$ cat src/rtl/tile_sched_pkg.sv
`default_nettype none
// ============================================================================
// tile_sched_pkg : shared types and constants for the tile-map write scheduler
// Revision 1.0
// ============================================================================
package tile_sched_pkg;

    localparam int TILE_W      = 13;
    localparam int ID_W        = 8;
    localparam int ROW_TILES   = 80;
    localparam int BANNER_LEN  = 9;
    localparam int FONT_BASE   = 38;
    localparam int DIGIT_BASE  = 90;

    localparam logic [ID_W-1:0] BLANK_TILE   = 8'h25;
    localparam logic [4:0]      LETTER_SPACE = 5'd31;

    // G A M E _ O V E R as letter numbers (A = 0)
    localparam logic [4:0] BANNER_LETTERS [0:BANNER_LEN-1] = '{
        5'd6, 5'd0, 5'd12, 5'd4, LETTER_SPACE, 5'd14, 5'd21, 5'd4, 5'd17
    };

    typedef enum logic [2:0] {
        ST_IDLE   = 3'd0,
        ST_RELOAD = 3'd1,
        ST_BANNER = 3'd2,
        ST_PELLET = 3'd3,
        ST_SCORE  = 3'd4
    } sched_state_e;

    // Two-row glyphs: top half at base+2n, bottom half one above it.
    function automatic logic [ID_W-1:0] glyph_id(input logic [ID_W-1:0] base,
                                                 input logic [4:0]      n,
                                                 input logic            bottom);
        return base + {2'b00, n, bottom};
    endfunction

endpackage
`default_nettype wire

$ cat src/rtl/tile_burst_ctr.sv
`default_nettype none
// ============================================================================
// tile_burst_ctr : burst pointer that advances only on issued writes
// Revision 1.0
// ============================================================================
module tile_burst_ctr
    import tile_sched_pkg::*;
#(
    parameter int W = TILE_W
)(
    input  logic         clk_i,
    input  logic         reset_n_i,
    input  logic         load_i,
    input  logic [W-1:0] load_val_i,
    input  logic         write_i,
    input  logic [W-1:0] term_i,
    output logic [W-1:0] ptr_o,
    output logic         tc_o
);

    logic [W-1:0] ptr_q;
    logic [W-1:0] ptr_d;

    always_comb begin
        ptr_d = ptr_q;
        if (load_i) begin
            ptr_d = load_val_i;
        end else if (write_i) begin
            ptr_d = ptr_q + 1'b1;
        end
    end

    always_ff @(posedge clk_i) begin
        if (!reset_n_i) begin
            ptr_q <= '0;
        end else begin
            ptr_q <= ptr_d;
        end
    end

    assign ptr_o = ptr_q;
    assign tc_o  = (ptr_q == term_i);

endmodule
`default_nettype wire

$ cat src/rtl/tile_write_scheduler.sv
`default_nettype none
// ============================================================================
// tile_write_scheduler : sole owner of the tile RAM write port; serialises
// map reload, GAME OVER banner, pellet clear and score redraw bursts.
// Revision 1.0
// ============================================================================
module tile_write_scheduler
    import tile_sched_pkg::*;
#(
    parameter int MAP_TILES   = 4800,
    parameter int SCORE_TILE  = 761,
    parameter int BANNER_TILE = 3795
)(
    input  logic              clk_i,
    input  logic              reset_n_i,
    input  logic              wr_allow_i,
    input  logic              reload_req_i,
    input  logic              banner_req_i,
    input  logic              pel_valid_i,
    input  logic [TILE_W-1:0] pel_index_i,
    output logic              pel_ready_o,
    input  logic [15:0]       score_i,
    output logic [TILE_W-1:0] map_rom_addr_o,
    input  logic [ID_W-1:0]   map_rom_data_i,
    output logic              tw_en_o,
    output logic [TILE_W-1:0] tw_addr_o,
    output logic [ID_W-1:0]   tw_data_o,
    output logic              busy_o,
    output logic              reload_done_o
);

    localparam logic [TILE_W-1:0] RELOAD_LAST = TILE_W'(MAP_TILES - 1);
    localparam logic [TILE_W-1:0] MAP_LIMIT   = TILE_W'(MAP_TILES);
    localparam logic [TILE_W-1:0] BANNER_LAST = TILE_W'(2 * BANNER_LEN - 1);
    localparam logic [TILE_W-1:0] SCORE_LAST  = TILE_W'(7);
    localparam logic [TILE_W-1:0] BANNER_BASE = TILE_W'(BANNER_TILE);
    localparam logic [TILE_W-1:0] SCORE_BASE  = TILE_W'(SCORE_TILE);
    localparam logic [TILE_W-1:0] ROW_STEP    = TILE_W'(ROW_TILES);
    localparam logic [TILE_W-1:0] BANNER_COLS = TILE_W'(BANNER_LEN);

    sched_state_e state_q, state_d;

    logic              reload_p_q, reload_p_d;
    logic              banner_p_q, banner_p_d;
    logic              pel_p_q, pel_p_d;
    logic [TILE_W-1:0] pel_idx_q, pel_idx_d;
    logic              score_dirty_q, score_dirty_d;
    logic [15:0]       score_shadow_q, score_shadow_d;
    logic              prime_q, prime_d;
    logic              reload_done_q, reload_done_d;

    logic              wr_fire;
    logic [TILE_W-1:0] term;
    logic [TILE_W-1:0] ptr;
    logic              tc;
    logic              pel_in_range;
    logic              reload_finish;
    logic              sel_reload, sel_banner, sel_pel, sel_score;

    logic              banner_bottom;
    logic [3:0]        banner_col;
    logic [4:0]        banner_letter;
    logic              score_bottom;
    logic [3:0]        score_digit;

    tile_burst_ctr #(
        .W (TILE_W)
    ) u_burst_ctr (
        .clk_i      (clk_i),
        .reset_n_i  (reset_n_i),
        .load_i     (state_q == ST_IDLE),
        .load_val_i ('0),
        .write_i    (wr_fire),
        .term_i     (term),
        .ptr_o      (ptr),
        .tc_o       (tc)
    );

    assign pel_in_range  = (pel_idx_q < MAP_LIMIT);
    assign reload_finish = (state_q == ST_RELOAD) && wr_fire && tc;

    assign sel_reload = (state_q == ST_IDLE) && (state_d == ST_RELOAD);
    assign sel_banner = (state_q == ST_IDLE) && (state_d == ST_BANNER);
    assign sel_pel    = (state_q == ST_IDLE) && (state_d == ST_PELLET);
    assign sel_score  = (state_q == ST_IDLE) && (state_d == ST_SCORE);

    // State register
    always_ff @(posedge clk_i) begin
        if (!reset_n_i) begin
            state_q <= ST_IDLE;
        end else begin
            state_q <= state_d;
        end
    end

    // Next-state: fixed priority in IDLE, bursts run to completion
    always_comb begin
        state_d = state_q;
        case (state_q)
            ST_IDLE: begin
                if (reload_p_q) begin
                    state_d = ST_RELOAD;
                end else if (banner_p_q) begin
                    state_d = ST_BANNER;
                end else if (pel_p_q) begin
                    state_d = ST_PELLET;
                end else if (score_dirty_q) begin
                    state_d = ST_SCORE;
                end
            end
            ST_RELOAD, ST_BANNER, ST_SCORE: begin
                if (wr_fire && tc) begin
                    state_d = ST_IDLE;
                end
            end
            ST_PELLET: begin
                if (!pel_in_range || wr_allow_i) begin
                    state_d = ST_IDLE;
                end
            end
            default: state_d = ST_IDLE;
        endcase
    end

    // Output decode: write strobe, address and tile id per burst position
    always_comb begin
        wr_fire        = 1'b0;
        term           = '0;
        tw_addr_o      = '0;
        tw_data_o      = '0;
        map_rom_addr_o = '0;

        banner_bottom = (ptr >= BANNER_COLS);
        banner_col    = banner_bottom ? 4'(ptr - BANNER_COLS) : ptr[3:0];
        banner_letter = (banner_col < 4'(BANNER_LEN)) ? BANNER_LETTERS[banner_col] : LETTER_SPACE;

        score_bottom = ptr[2];
        case (ptr[1:0])
            2'd0:    score_digit = score_shadow_q[15:12];
            2'd1:    score_digit = score_shadow_q[11:8];
            2'd2:    score_digit = score_shadow_q[7:4];
            default: score_digit = score_shadow_q[3:0];
        endcase

        case (state_q)
            ST_RELOAD: begin
                term           = RELOAD_LAST;
                wr_fire        = !prime_q && wr_allow_i;
                tw_addr_o      = ptr;
                tw_data_o      = map_rom_data_i;
                // Present the next address only once the current one is consumed
                map_rom_addr_o = wr_fire ? (ptr + 1'b1) : ptr;
            end
            ST_BANNER: begin
                term      = BANNER_LAST;
                wr_fire   = wr_allow_i;
                tw_addr_o = BANNER_BASE + (banner_bottom ? ROW_STEP : '0)
                          + {{(TILE_W-4){1'b0}}, banner_col};
                tw_data_o = (banner_letter == LETTER_SPACE) ? BLANK_TILE
                          : glyph_id(ID_W'(FONT_BASE), banner_letter, banner_bottom);
            end
            ST_PELLET: begin
                wr_fire   = wr_allow_i && pel_in_range;
                tw_addr_o = pel_idx_q;
                tw_data_o = BLANK_TILE;
            end
            ST_SCORE: begin
                term      = SCORE_LAST;
                wr_fire   = wr_allow_i;
                tw_addr_o = SCORE_BASE + (score_bottom ? ROW_STEP : '0)
                          + {{(TILE_W-2){1'b0}}, ptr[1:0]};
                tw_data_o = glyph_id(ID_W'(DIGIT_BASE), {1'b0, score_digit}, score_bottom);
            end
            default: begin
                wr_fire = 1'b0;
            end
        endcase
    end

    assign tw_en_o       = wr_fire;
    assign busy_o        = (state_q != ST_IDLE);
    assign reload_done_o = reload_done_q;
    assign pel_ready_o   = !pel_p_q && reset_n_i;

    // Pending latches: a new request wins over the clear of the same cycle
    always_comb begin
        reload_p_d     = (reload_p_q & ~sel_reload) | reload_req_i;
        banner_p_d     = (banner_p_q & ~sel_banner) | banner_req_i;
        pel_p_d        = pel_p_q & ~sel_pel & ~reload_finish;
        pel_idx_d      = pel_idx_q;
        if (pel_valid_i && pel_ready_o) begin
            pel_p_d   = 1'b1;
            pel_idx_d = pel_index_i;
        end
        // The select cycle still compares against the old shadow, so clear wins
        score_dirty_d  = sel_score ? 1'b0 : (score_dirty_q | (score_i != score_shadow_q));
        score_shadow_d = sel_score ? score_i : score_shadow_q;
        if (reload_finish) begin
            score_dirty_d = 1'b1;
        end
        reload_done_d  = reload_finish;
        prime_d        = sel_reload;
    end

    always_ff @(posedge clk_i) begin
        if (!reset_n_i) begin
            reload_p_q     <= 1'b0;
            banner_p_q     <= 1'b0;
            pel_p_q        <= 1'b0;
            pel_idx_q      <= '0;
            score_dirty_q  <= 1'b1;
            score_shadow_q <= '0;
            prime_q        <= 1'b0;
            reload_done_q  <= 1'b0;
        end else begin
            reload_p_q     <= reload_p_d;
            banner_p_q     <= banner_p_d;
            pel_p_q        <= pel_p_d;
            pel_idx_q      <= pel_idx_d;
            score_dirty_q  <= score_dirty_d;
            score_shadow_q <= score_shadow_d;
            prime_q        <= prime_d;
            reload_done_q  <= reload_done_d;
        end
    end

endmodule
`default_nettype wire
$ cat config.mk
export PLATFORM = sky130hd
export DESIGN_NAME = tile_write_scheduler
export DESIGN_NICKNAME = d
export VERILOG_FILES = /design/src/rtl/tile_sched_pkg.sv /design/src/rtl/tile_burst_ctr.sv /design/src/rtl/tile_write_scheduler.sv
export SDC_FILE = /design/constraint.sdc
export NUM_CORES = 1
export LEC_CHECK = 0
export BUFFER_PORTS_ARGS = -buffer_cell sky130_fd_sc_hd__clkbuf_2
export CAP_MARGIN = 20
export CORE_MARGIN = 3
export CORE_UTILIZATION = 56
export DETAILED_ROUTE_END_ITERATION = 10
export PLACE_DENSITY = 0.9
export SETUP_SLACK_MARGIN = 0.4
export SLEW_MARGIN = 30
export SYNTH_ARGS = -nofsm -noshare
export SYNTH_HDL_FRONTEND = slang
export SYNTH_SLANG_ARGS = --single-unit
$ cat constraint.sdc
create_clock -name clk_i -period 4.5 [get_ports clk_i]
set_clock_uncertainty 0.15 [all_clocks]
set_input_delay 0.9 -clock clk_i [delete_from_list [all_inputs] [get_ports clk_i]]
set_output_delay 0.9 -clock clk_i [all_outputs]
set_load 0.05 [all_outputs]
Yosys cells after proc, flatten, opt, wreduce, memory -nomap -nowiden

Memories as Yosys holds them, arrays and structs flattened.
Index checks and enable logic that the tools add are counted.

Memory bits (writable): 0
Flip-flop bits (word level): 51
Input port bits: 43
Memories: 1
Bits in latches: 0
ROM bits: 80
Output and inout port bits: 38

Bitwise gates (word level): 13
Reductions and logical operators: 22
$mul: 0
Order comparisons: 4
Muxes and demuxes: 23
Divide/modulo/power cells: 0
Add/sub/neg operators: 8
Shift operators: 0
Equality and inequality tests: 13

Memory list:

| memory           | words | bits a word | rd ports | clocked after memory_dff | write ports | RTL line                    | text |
|---|---|---|---|---|---|---|---|
| (name not given) | 16    | 5           | 1        | 0                        | 0           | tile_write_scheduler.sv:135 | `banner_letter = (banner_col < 4'(BANNER_LEN)) ? BANNER_LETTERS[banner_col] : LETTER_SPACE;` |

Operators with widths:

| operator                                              | count |
|---|---|
| one-hot mux 13 bit (4 select lines)                   | 1 |
| one-hot mux 13 bit (3 select lines)                   | 1 |
| one-hot mux 8 bit (4 select lines)                    | 1 |
| 2-to-1 mux 13 bit                                     | 2 |
| 2-to-1 mux 7 bit                                      | 3 |
| 2-to-1 mux 3 bit                                      | 6 |
| != test 16 bit                                        | 1 |
| 2-to-1 mux 5 bit                                      | 3 |
| adder 12 x 7 -> 13 bit (first input constant)         | 1 |
| adder 13 x 1 -> 13 bit (second input constant)        | 1 |
| adder 13 x 4 -> 13 bit                                | 1 |
| equality test 13 bit                                  | 1 |
| >= comparator 13 x 4 -> 1 bit (second input constant) | 1 |
| < comparator 13 bit (second input constant)           | 1 |
| adder 11 x 2 -> 12 bit                                | 1 |
| equality test 3 x 2 -> 1 bit (second input constant)  | 4 |
| one-hot mux 4 bit (3 select lines)                    | 1 |
| adder 10 x 7 -> 11 bit (first input constant)         | 1 |
| logical AND 1 bit                                     | 11 |
| one-hot mux 3 bit (3 select lines)                    | 1 |
| adder 7 x 5 -> 8 bit (first input constant)           | 1 |
| adder 6 x 6 -> 7 bit (first input constant)           | 1 |
| equality test 3 x 1 -> 1 bit (second input constant)  | 2 |
| equality test 3 bit (second input constant)           | 2 |
| other kinds (20)                                      | 34 |

Depth between registers and ports, before layout

Gate-level depths: netlist of run 1.

Depth in word-level cells: 12
Mapped depth: 16

By module

A second synthesis of run 1 with hierarchy kept.

Cells, all modules: 524
Area total of the unflattened synthesis: 3856.2 um^2

Modules (own cells, without submodules):

| module               | seq. area each (um^2) | area each (um^2) | instances | cells each |
|---|---|---|---|---|
| tile_write_scheduler | 760.7                 | 3029.2           | 1         | 426 |
| tile_burst_ctr       | 260.2                 | 827.0            | 1         | 98 |

Least setup slack after synthesis of run 1

OpenSTA, ideal clock, no wires.

Path type: reg2out
From: reg u_burst_ctr.ptr_q[6] (netlist: u_burst_ctr.ptr_o[6])
To: out tw_data_o[4]
Path buffers: 4
Setup slack: -0.136 ns
Cell stages (with the launch flop): 15
Arrival: 3.586 ns
Cell sequence: dfxtp_1 > buf_2 > nor4_2 > and3b_1 > buf_4 > and2_1 > buf_4 > xnor2_1 > ha_1 > clkbuf_1 > nand4_1 > o21ai_0 > nand2_1 > o311ai_0 > o32ai_1

Word-level cells in the longest chain between the ends: 10
Elaborated cells on any way between the ends: 12
Classes of those cells: add/sub: 1; order compare: 2; eq/ne: 1; mux: 6; bitwise: 1; memory: 1

RTL lines:

| element                                                     | RTL line                                          | text |
|---|---|---|
| from (decl)                                                 | tile_burst_ctr.sv:21                              | `logic [W-1:0] ptr_q;` |
| from (signal assigned)                                      | tile_burst_ctr.sv:37                              | `ptr_q <= ptr_d;` |
| >= comparator 13 x 4 -> 1 bit (*)                           | tile_write_scheduler.sv:133                       | `banner_bottom = (ptr >= BANNER_COLS);` |
| 2-to-1 mux 4 bit                                            | tile_write_scheduler.sv:134                       | `banner_col = banner_bottom ? 4'(ptr - BANNER_COLS) : ptr[3:0];` |
| NOT 4 -> 5 bit (implied by the code)                        | tile_write_scheduler.sv:135                       |  |
| memory read (16 x 5 bit)                                    | --                                                |  |
| 2-to-1 mux 5 bit (implied by the code) (2 in a row)         | tile_write_scheduler.sv:135                       |  |
| 2-to-1 mux 5 bit                                            | tile_write_scheduler.sv:135                       |  |
| adder 6 x 6 -> 7 bit or equality test 5 bit (tied branches) | tile_sched_pkg.sv:35, tile_write_scheduler.sv:159 |  |
| 2-to-1 mux 7 bit (*)                                        | tile_write_scheduler.sv:159                       | `tw_data_o = (banner_letter == LETTER_SPACE) ? BLANK_TILE` |
| one-hot mux 8 bit (4 select lines) (*)                      | tile_write_scheduler.sv:145                       | `case (state_q)` |
| to (decl)                                                   | tile_write_scheduler.sv:27                        | `output logic [ID_W-1:0] tw_data_o,` |

Every way passes the cells marked *; elsewhere a longest branch is shown, timed or not. The select of a mux whose other input is x is not followed.

Final worst setup path of run 1

From: reg u_burst_ctr.ptr_q[6] (netlist: u_burst_ctr.ptr_o[6])
To: out tw_data_o[2]

Same word-level chain as after synthesis.

==> results.txt, run 1 <==
The flow ran to the end, and the final reports show no timing, DRC or antenna violations. The detailed-router iteration count before antenna repair is 5. Data arrives at the worst endpoint at around 3.2 ns. Among all cell types in the netlist, the one instantiated most often is nand2_1.

The full die area is ~8100 um^2. The slew at the pin closest to its max-slew limit came out at 0.872 ns. The fraction of the yosys area taken by sequential cells came out at approximately a quarter.

The number of antenna repair diodes came out at 0. The number of enable-type register cells in the synthesized netlist came out at 0. After legalization and detailed placement, the total HPWL measured a little over 9000 um. The final max-slew violation count came to 0. The worst hold path passes through 2 cells. The die is between 80 and 90 um wide. The required time at the endpoint of the critical path is approximately 3.5 ns. The worst relative slew slack is a little over two fifths. Once the floorplan was initialized, standard cells occupied ~60% of the core. The destination of the worst hold path is pel_idx_q[4]. The fraction of final layout cells sized beyond drive strength 1 is a little over a quarter. The synthesized-area fraction occupied by and/or/nand/nor cells came out at between 20% and 30%. The post-synthesis area per instance came out at between 7 and 8 um^2. Multiplexer cells account for under 10% of the synthesized area.

The global router's overall resource usage is between 20% and 30%. The synthesized-area fraction occupied by ao, oa, aoi and oai cells came out at approximately a quarter. In this run the worst hold path is classified as register to register.

The setup-violating endpoint count in the final report came out at 0. The overall power of the completed layout is between 2000 and 3000 uW. Setup slack on the worst reg-to-reg path comes out at 1.30 ns. The mean number of vias per cell came out at around 6.2.

The xor-xnor portion of the synthesized cell area is about a tenth. The clock reaches the later pin of the worst-skew pair after approximately 0.32 ns. The area growth from synthesis to layout is 22.9%.

The share of the synthesized area in the top cell type is around a quarter. The number of sinks driven by the clock tree came out at 51. Timing analysis after detailed placement gives a worst setup slack of 0.297 ns.

The worst register-to-register path ends at score_dirty_q. Adding up every negative setup slack in the final design gives 0 ns. The worst hold path begins at pel_idx_q[4]. The number of antenna violations at the first check in global routing is 0. The worst setup path is of the register to output pin kind. In this run the cell area of the synthesized design comes to about 3900 um^2. The layout net count came out at approximately 670. Summing the areas of all fa, ha and maj instances in the mapped netlist gives 3.18% of the synthesized area.

The share of flip-flops with an asynchronous set or reset came out at 0%. The kind of launch point of the worst setup path is a register. In this run the count of I/O pins placed on the die edge is 81. In the routed design, unresolved DRC markers number 0. In the final routed layout, each cell accounts on average for between 15 and 20 um. The H-tree was split into 2 levels. The upper clock frequency limit came out at roughly 240 MHz.

The wire length of the first global-routing pass is between 20,000 and 25,000 um. The cell sitting at the root of the clock tree is a clkbuf_8. The most used flip-flop cell after synthesis is dfxtp_1. The congestion estimate from routability-driven global placement came to between 0.9 and 1.

The origin of the critical flop-to-flop path is state_q[1]. Ranked by total cell area, the synthesized netlist is headed by dfxtp_1 26%, nand2_1 9.0%, a21oi_1 5.6%. The number of maximum-capacitance violations came out at 0. Counting instances in the post-synthesis netlist gives the leading cell types as 94 x nand2_1, 51 x dfxtp_1, 45 x nor2_1.

For this design the ratio of total power to cell area is about 530 nW/um^2. The count of filler cells inserted in the layout came out at approximately 490. The clock period could shrink to 4.21 ns. The number of failing hold endpoints at the final stage is 0. The post-synthesis cell type count is slightly below 70. The maximum vdd ir drop came out at about 0.48 mV. The number of global-route vias before repair came out at 4,041. The leakage power is around 0.0019 uW.

Synthesis inferred ~50 register bits. The total length of routed wires is between 10,000 and 15,000 um. The final worst slack is ~0.3 ns. After synthesis, the largest family of logic cells by area is simple AND/OR/NAND/NOR gates. The cell count of the worst reg-to-reg path came out at 7. The total of warnings raised by yosys is 0. The number of nets produced by synthesis came out at slightly below 600.

The vertical die dimension is around 90 um. Clock-pin slew was measured on the worst setup and hold paths at between 0.1 and 0.15 ns. The TritonCTS clock tree is done.

Setup repair after global routing could not meet its margin everywhere. In this run, the number of DRC markers left after iteration 0 of detailed routing was around 530. The worst setup path is captured at an output pin. The share of the clock period used by the worst path after layout is slightly above 90%. The number of port buffers came out at 80. The clock passes through at most 2 buffers. Entering global routing, the biggest net connects 28 pins. The detailed router placed about 4,400 vias in this run. Of all cell types, the one taking the most synthesized area is dfxtp_1. The core area came out at 6570 um^2.

The residual antenna-violating net count after detailed routing is 0. For this run, the number of standard cells in the final layout without fillers is 709. Row generation in the floorplan step produced 29 rows. The synthesized netlist cell count came out at approximately 530. The number of buffers inserted by hold repair at cts is 0. The TritonCTS buffer count is 5. The remaining global-route overflow is 0. Including well taps, the total number of placed cells is approximately 700. The largest fanout of any net on the critical path came out at 4.
## flip-flops by register name (all words and copies together) (netlist names)
register           count
reload_done_o          1
score_shadow_q        16
pel_p_q                1
score_dirty_q          1
u_burst_ctr.ptr_o     13
banner_p_q             1
prime_q                1
state_q                3
pel_idx_q             13
reload_p_q             1
## metrics by stage
stage | hold WS, ns | util (%) | instance area [um^2]
finish | 0.326 | 73.7 | 4840
global route | 0.359 | 73.7 | 4840
CTS | 0.327 | 72.9 | 4790
detailed placement | 0.312 | 68.7 | 4510
global placement | 0.303 | 68.7 | 4510
floorplan | 0.282 | - | 4000
## critical path: stages (launching register included)
cell and delay (ns):
dfxtp_4 0.37, nor4_4 0.33, and3b_2 0.31, nand2_2 0.08
a21boi_2 0.18, inv_2 0.08, ha_4 0.17, nand2b_4 0.14
nand3_2 0.07, o31ai_1 0.07, ha_2 0.33, nand2b_4 0.11
a21oi_1 0.07, a221o_2 0.36, buf_12 0.15
## where the power goes
part | internal, uW | switching (uW)
combinational | 537 | 1080
sequential | 523 | 128
clock | 118 | 180
total | 1180 | 1390
## cell usage in the layout, fill, tap and decap left out, drive strengths merged, types with 4 or more instances in the layout
cell type,n
a31oi,4
ha,10
nor2,45
nor3,5
and3,8
inv,15
xnor2,25
mux2i,9
nor4,5
and2,4
nand2b,8
dfxtp,51
nand2,94
a21oi,44
o21ai,45
or3,5
o211ai,9
nor2b,8
nand3,11
buf,36
a22oi,5
xor2,20
o22ai,5
nand4,10
clkbuf,82
a222oi,4
## final cells by class
class | instances | area [um^2] | share of cell area [%]
clock inverters | 3 | 28.8 | 0.595
flip-flops and latches | 51 | 1050 | 21.6
well taps | 93 | 116 | 2.41
repair buffers | 113 | 712 | 14.7
inverters | 13 | 48.8 | 1.01
clock buffers | 5 | 68.8 | 1.42
multi-input cells | 431 | 2820 | 58.2
## timing repair
item,CTS,global route
pin swaps,10,8
endpoints found under the setup margin,6,6
buffers inserted,11,3
hold endpoints to repair,0,0
resized for setup,28,11
## metal layers
| metal | routed length [um] | vias to the layer above | track usage (%) |
|---|---|---|---|
| met4 | 236 | 0 | 8.68 |
| li1 | - | 2050 | - |
| met3 | 1120 | 26 | 5.09 |
| met5 | 0 | - | 0 |
| met1 | 5120 | 2095 | 39.5 |
| met2 | 5930 | 252 | 50.2 |
## worst max path at each step
stage | start | depth (start not counted) | end
finish | u_burst_ctr.ptr_o[6] | 14 | tw_data_o[2]
global route | u_burst_ctr.ptr_o[6] | 14 | tw_data_o[5]
CTS | u_burst_ctr.ptr_o[11] | 14 | tw_data_o[5]
detailed placement | u_burst_ctr.ptr_o[8] | 14 | tw_data_o[5]
global placement | u_burst_ctr.ptr_o[8] | 14 | tw_data_o[5]
floorplan | u_burst_ctr.ptr_o[8] | 16 | tw_data_o[2]
## cells by family after synthesis
group | count (synthesis)
XOR/XNOR | 45
adder cells (fa/ha/maj) | 10
AND/OR/NAND/NOR | 214
multiplexers | 10
flip-flops | 51
buffers and inverters | 52
AO/OA/AOI/OAI | 152
No activity file was read; power rests on OpenSTA's default activity.
==> inputs of run 2 (changes only) <==
--- a/config.mk
+++ b/config.mk
@@ -7,8 +7,10 @@
 export LEC_CHECK = 0
 export BUFFER_PORTS_ARGS = -buffer_cell sky130_fd_sc_hd__clkbuf_2
 export CAP_MARGIN = 20
+export CORE_ASPECT_RATIO = 0.75
 export CORE_MARGIN = 3
 export CORE_UTILIZATION = 56
+export CTS_BUF_LIST = sky130_fd_sc_hd__clkbuf_16
 export DETAILED_ROUTE_END_ITERATION = 10
 export PLACE_DENSITY = 0.9
 export SETUP_SLACK_MARGIN = 0.4
==> run 2 against run 1 <==
Worst setup slack worse by 0.063 ns. Highest routed layer unchanged. Non-clock buffer count is 11 higher. Fmax is 1.5% lower. Critical path depth is 1 higher. Combinational power is 6% higher. Largest power group unchanged. Via count is 5.9% higher. Largest cell class unchanged. Global-route usage is 1.9 points higher. Wire length is 12% higher. Cell area is 3.4% higher. First-iteration DRC count is 26% higher. Clock-buffer cell count stayed put.
==> results.txt, run 2 (same netlist as run 1, synthesis figures left out) <==
The flow ran to the end, and the final reports show no timing, DRC or antenna violations. The count of filler cells inserted in the layout is 453 (-7.7%). The setup-violating endpoint count in the final report came out at 0 (unchanged). The required time at the endpoint of the critical path was 3.45 ns (about the same). STA classifies the critical path startpoint as a register. The final weighted congestion in routability-driven placement was 0.976 (+5.8%).

The upper clock frequency limit is 234 MHz (-1.5%). The mean number of vias per cell is 6.62 (+6.1%). The layout net count is 679 (+1.6%). The number of antenna violations at the first check in global routing is 0 (unchanged). The number of flip-flops under the largest register name came out at 16 (unchanged). The flop-to-flop setup slack came to 1.26 ns (-0.04 ns). The count of H-tree levels built during CTS came out at 2 (unchanged). The detailed-router iteration count before antenna repair is 7 (+2). The number of global-route vias before repair was 4,215 (+4.3%). The type of the worst setup path is register to output pin.

The DRC violations left is 0 (unchanged). score_shadow_q holds more flip-flops than any other register. The total power per unit cell area came out at 552 nW/um^2 (+3.8%). The cell row count is 25 (-14%). The worst register-to-register path begins at state_q[1].

The total length of routed wires was 13,900 um (+12%). The number of buffers inserted by hold repair at cts is 0 (unchanged). The total negative slack for setup checks is 0 ns (unchanged). The cell occurring most often along the worst timing path is nand3_2.

The worst relative slew slack is 52.7% (+11 points). The worst hold margin is 0.329 ns (+0.00284 ns). The slew at the pin closest to its max-slew limit is 0.710 ns (-0.162 ns).

STA classifies the critical path endpoint as an output pin. Setup repair after global routing could not meet its margin everywhere. The overall power of the completed layout came out at 2760 uW (+7.3%). The arrival time at the worst endpoint was 3.22 ns (+0.06 ns).

The maximum number of pins on one net before global-route repair is 28 (unchanged). Relative to the synthesized area, the layout overhead comes to 27.1%. The TritonCTS buffer count is 5 (unchanged). The residual antenna-violating net count after detailed routing is 0 (unchanged).

The full die area came out at 8080 um^2 (+0.13%). The final max-slew violation count came out at 0 (unchanged). The estimated wirelength of the detail-placed design is 9450 um (+3.2%). The share of the clock period used by the worst path after layout came out at 94.9% (+1.4 points). The startpoint of the worst setup timing path is u_burst_ctr.ptr_o[1]. The global router's overall resource usage is 31.8% (+1.9 points). The number of top-level design ports came out at 81 (unchanged). The clock tree buffer depth is 2 (unchanged).

The number of antenna repair diodes is 0 (unchanged). The number of DRC markers in iteration 0 is 673 (+26%). The number of port buffers was 80 (unchanged). The leakage power is 0.00204 uW (+4.8%). The clock latency of the later-clocked register in the worst-skew pair is 0.30 ns (-0.02 ns).

The vertical die dimension is 78.6 um (-13%). The fraction of final layout cells sized beyond drive strength 1 is 29.8% (+2.6 points). In the layout the commonest cells are 93 x nand2_1, 75 x clkbuf_2, 44 x nor2_1, 44 x buf_4. The maximum vdd ir drop is 0.431 mV (-9.5%). The signal on the critical path passes through buf_6 > o31a_1 > a31oi_4 > nand3_2 > a21boi_2 > inv_2 > ha_4 > nand2_1 > nand3_2 > o31ai_2 > ha_2 > o311ai_2 > nand4_1 > a21o_4 > clkbuf_16. The number of sinks driven by the clock tree is 51 (unchanged).

The tree is rooted in a clkbuf_16. The worst register-to-register path ends at state_q[1]. The delay of the slowest cell on the worst path came out at 0.35 ns (-0.02 ns).

The largest fanout of any net on the critical path came to 5 (+1). In this run the worst setup path terminates at tw_data_o[5]. The wire length of the first global-routing pass came out at 20,600 um (+1.3%). The class of the worst hold path is register to register. The effective utilization at floorplan came out at 60.2% (+0.28 points). The cell count of the worst reg-to-reg path is 7 (unchanged). The most common library cell in the layout ignoring fill and taps is nand2_1. The clock slew at the register clock pins of the worst setup and hold paths is 0.08 ns (-0.03 ns). The remaining global-route overflow is 0 (unchanged). The number of failing hold endpoints at the final stage came out at 0 (unchanged). The number of vias in the routed layout is 4,685 (+5.9%). The minimum period implied by the final worst setup slack is 4.27 ns (+0.0629 ns). For this design, the slowest cell found on the critical path is o31a_1. TritonCTS built the clock tree.

The width of the chip came out at 103 um (+14%). The number of maximum-capacitance violations is 0 (unchanged). The core area was 6540 um^2 (-0.46%). The wire length per cell is 19.7 um (+12%).
-- run 2: cell count changes in the layout (fill, tap and decap cells not counted), moves of 2 or more --
cell / change
clkbuf_16: +5
buf_4: +10
o21ai_0: -2
clkbuf_8: -6
inv_6: -2
buf_6: +2
-- run 2: stage by stage --
stage	setup WS [ns]	area [um^2]	std cells	util [%]
floorplan	0.397	4000	534	-
global placement	0.417	4510	677	69.0
detailed placement	0.279	4510	677	69.0
CTS	0.379	4840	695	74.0
global route	0.112	5000	708	76.5
finish	0.232	5000	708	76.5
-- run 2: layout make-up --
| cell class | instances | area, um^2 | share of cell area (%) |
|---|---|---|---|
| tap | 81 | 101 | 2.03 |
| timing repair buffer | 124 | 793 | 15.9 |
| clock buffer | 5 | 125 | 2.50 |
| sequential | 51 | 1040 | 20.9 |
| multi-input combinational | 431 | 2860 | 57.2 |
| clock inverter | 3 | 27.5 | 0.550 |
| inverter | 13 | 48.8 | 0.976 |
-- run 2: worst min-delay path by stage --
stage | startpoint | endpoint | slack [ns] | cells after the start
final | pel_idx_q[0] | pel_idx_q[0] | 0.33 | 2
after detailed placement | pel_idx_q[0] | pel_idx_q[0] | 0.31 | 2
after floorplan | pel_idx_q[3] | pel_idx_q[3] | 0.28 | 2
after CTS | pel_idx_q[4] | pel_idx_q[4] | 0.33 | 2
after global routing | pel_idx_q[0] | pel_idx_q[0] | 0.34 | 2
after global placement | pel_idx_q[0] | pel_idx_q[0] | 0.30 | 2
-- run 2: metal layers --
| metal | track usage, % | share of wire (%) | routed length [um] |
|---|---|---|---|
| met3 | 6.75 | 12 | 1630 |
| met4 | 9.31 | 3.8 | 533 |
| met1 | 43.2 | 39 | 5430 |
| met2 | 50.6 | 45 | 6330 |
| met5 | 0 | 0 | 0 |
-- run 2: worst max-delay path: cells and delay by family (launching register included) --
kind            cells  cell delay (ns)
flops               1             0.33
buf+inv             3             0.36
fa+ha+maj           2             0.37
compound gates      6             1.38
simple gates        4             0.48
-- run 2: where the power goes --
part | internal [uW] | switching [uW] | total, uW | leakage [uW]
clock network | 212 | 196 | 408 | 0.0000719
logic | 552 | 1170 | 1720 | 0.00154
registers | 523 | 107 | 630 | 0.000423
total | 1290 | 1470 | 2760 | 0.00204
-- run 2: timing repair --
action	CTS	global route
gates resized for setup	31	19
gates cloned	0	0
pin swaps	11	14
setup buffers	10	13
endpoints found under the setup margin	6	6
==> inputs of run 3 (changes only) <==
--- a/config.mk
+++ b/config.mk
@@ -7,14 +7,16 @@
 export LEC_CHECK = 0
 export BUFFER_PORTS_ARGS = -buffer_cell sky130_fd_sc_hd__clkbuf_2
 export CAP_MARGIN = 20
+export CELL_PAD_IN_SITES_DETAIL_PLACEMENT = 0
+export CELL_PAD_IN_SITES_GLOBAL_PLACEMENT = 2
 export CORE_ASPECT_RATIO = 0.75
 export CORE_MARGIN = 3
-export CORE_UTILIZATION = 56
+export CORE_UTILIZATION = 31
 export CTS_BUF_LIST = sky130_fd_sc_hd__clkbuf_16
 export DETAILED_ROUTE_END_ITERATION = 10
-export PLACE_DENSITY = 0.9
+export PLACE_DENSITY = 0.89
 export SETUP_SLACK_MARGIN = 0.4
-export SLEW_MARGIN = 30
+export SLEW_MARGIN = 20
 export SYNTH_ARGS = -nofsm -noshare
 export SYNTH_HDL_FRONTEND = slang
 export SYNTH_SLANG_ARGS = --single-unit
==> run 3 against run 2 <==
Clock power increased by 8.6%. Utilization down 34 points. Via count decreased by 11%. Global-route usage down 13 points. Sequential share of layout area is 0.83 points lower. Fmax up 3.0%. Total power increased by 0.51%.
==> results.txt, run 3 (same netlist as run 1, synthesis figures left out) <==
The overall power of the completed layout was 2770 uW (+0.51%). For hold timing, the worst endpoint is pel_idx_q[0]. The core utilization of the finished layout is 42.9% (-34 points). The slew at the pin closest to its max-slew limit was 0.909 ns (+0.200 ns). The number of flip-flops under the largest register name was 16 (unchanged). The full die area came out at 14,100 um^2 (+74%).

The effective utilization at floorplan came out at 32.8% (-27 points). The count of filler cells inserted in the layout is 1,247 (+180%). The setup slack after placement is 0.181 ns (-0.0982 ns). The number of top-level design ports is 81 (unchanged). The cell count of the worst reg-to-reg path was 7 (unchanged).

The relative area change from synthesis to final layout is 30.7%. The worst relative slew slack came to 39.3% (-13 points). The cell row count came to 34 (+36%). The share of the clock period used by the worst path after layout is 92.1% (-2.8 points). The number of sinks driven by the clock tree came out at 51 (unchanged). The maximum number of pins on one net before global-route repair is 28 (unchanged). The remaining global-route overflow is 0 (unchanged). The number of antenna violations at the first check in global routing came out at 0 (unchanged).

The largest fanout of any net on the critical path is 6 (+1). The clock root buffer is clkbuf_16. The flop-to-flop setup slack is 1.44 ns (+0.18 ns). Ranked by flip-flop count, first place goes to score_shadow_q. The class of the worst hold path is register to register. The residual antenna-violating net count after detailed routing is 0 (unchanged). The leakage power is 0.00205 uW (+0.65%). In the layout the commonest cells are 93 x nand2_1, 75 x clkbuf_2, 45 x buf_4.

The most common library cell in the layout ignoring fill and taps is nand2_1. The required time at the endpoint of the critical path came to 3.45 ns (about the same). The type of the worst setup path is register to output pin. The capturing element type of the critical path is an output pin.

The count of H-tree levels built during CTS is 2 (unchanged). The total power per unit cell area came out at 539 nW/um^2 (-2.3%). The clock tree buffer depth is 2 (unchanged). The TritonCTS buffer count came out at 5 (unchanged). The maximum vdd ir drop came out at 0.328 mV (-24%). The number of DRC markers in iteration 0 came out at 334 (-50%). Setup repair after global routing could not meet its margin everywhere.

The wire length of the first global-routing pass came to 21,500 um (+4.4%). The final weighted congestion in routability-driven placement is 0.882 (-9.7%). The number of failing hold endpoints at the final stage came to 0 (unchanged).

The number of buffers inserted by hold repair at cts came to 0 (unchanged). The setup-violating endpoint count in the final report is 0 (unchanged). The detailed-router iteration count before antenna repair came out at 4 (-3). TritonCTS built the clock tree.

The DRC violations left came to 0 (unchanged). The width of the chip is 136 um (+32%). The total placed instance area was 4640 um^2 (+2.9%). The origin of the critical flop-to-flop path is state_q[2]. The clock latency of the later-clocked register in the worst-skew pair is 0.29 ns (about the same). The cell count of the worst hold path is 2 (unchanged). The arrival time at the worst endpoint is 3.09 ns (-0.13 ns). The global router's overall resource usage is 18.8% (-13 points). The upper clock frequency limit was 241 MHz (+3.0%). The total negative slack for setup checks is 0 ns (unchanged).

The number of port buffers came out at 80 (unchanged). The wire length per cell is 17.3 um (-12%). The clock slew at the register clock pins of the worst setup and hold paths is 0.07 ns (about the same). The number of antenna repair diodes came out at 0 (unchanged). The vertical die dimension is 104 um (+32%). The number of vias in the routed layout is 4,168 (-11%). The flow ran to the end, and the final reports show no timing, DRC or antenna violations. The number of global-route vias before repair was 3,965 (-5.9%). The core area came out at 12,000 um^2 (+84%). The fraction of final layout cells sized beyond drive strength 1 is 29.3% (-0.57 points).

The minimum period implied by the final worst setup slack is 4.14 ns (-0.124 ns). The final worst slack came out at 0.356 ns (+0.124 ns). The layout net count came out at 681 (+0.29%).

In this run the most critical hold path is launched from pel_idx_q[0]. The mean number of vias per cell came out at 5.27 (-20%). The final max-slew violation count came out at 0 (unchanged). The kind of launch point of the worst setup path is a register. The total length of routed wires came out at 13,700 um (-1.9%). The summed area of non-filler cells in the final layout came out at 5140 um^2 (+2.9%). The worst reg2reg path endpoint is state_q[2]. The number of maximum-capacitance violations came out at 0 (unchanged). The estimated wirelength of the detail-placed design is 10,300 um (+9.5%).
[run 3: worst max-delay path by stage]
stage,start,slack (ns),cells after the start,to
after global placement,u_burst_ctr.ptr_o[12],0.28,14,tw_data_o[5]
after global routing,u_burst_ctr.ptr_o[10],0.23,14,tw_data_o[5]
final,u_burst_ctr.ptr_o[10],0.36,14,tw_data_o[5]
after floorplan,u_burst_ctr.ptr_o[8],0.40,16,tw_data_o[2]
after CTS,u_burst_ctr.ptr_o[6],0.38,14,tw_data_o[5]
after detailed placement,u_burst_ctr.ptr_o[12],0.18,14,tw_data_o[5]
[run 3: cell type report]
class | instances | area [um^2] | area share [%]
well taps | 162 | 203 | 3.94
inverters | 13 | 48.8 | 0.948
clock buffers | 5 | 125 | 2.43
flip-flops and latches | 51 | 1030 | 20.1
clock inverters | 3 | 42.5 | 0.827
multi-input cells | 431 | 2880 | 56.0
repair buffers | 126 | 812 | 15.8
[run 3: per-layer routing]
metal,routed length [um],track usage (%)
met2,5850,27.3
met5,0,0
met4,130,3.24
met1,6900,29.4
met3,775,2.76
[run 3: report_power, final]
part | internal, uW | leakage, uW | switching [uW]
clock | 263 | 0.0000856 | 180
sequential | 524 | 0.000420 | 120
combinational | 557 | 0.00154 | 1130
[run 3: timing repair]
action | CTS | global route
resized for setup | 22 | 25
pin swaps | 11 | 16
hold endpoints to repair | 0 | 0
buffers inserted | 8 | 13
setup endpoints to repair | 6 | 5
[run 3: worst max-delay path: stages (launching register included)]
cell and delay, ns:
dfxtp_4 0.37, nor4_4 0.33, and3b_2 0.31, nand2_2 0.08
a21boi_2 0.18, inv_2 0.08, ha_4 0.17, nand2b_4 0.16
nand3_4 0.09, o31ai_4 0.08, ha_4 0.19, o311ai_4 0.22
nand4_1 0.14, a21o_4 0.24, clkbuf_16 0.16
[run 3: per-stage QoR]
stage	instances	hold slack [ns]
global placement	762	0.308
finish	791	0.318
CTS	778	0.316
detailed placement	762	0.307
global route	791	0.353
floorplan	534	0.282
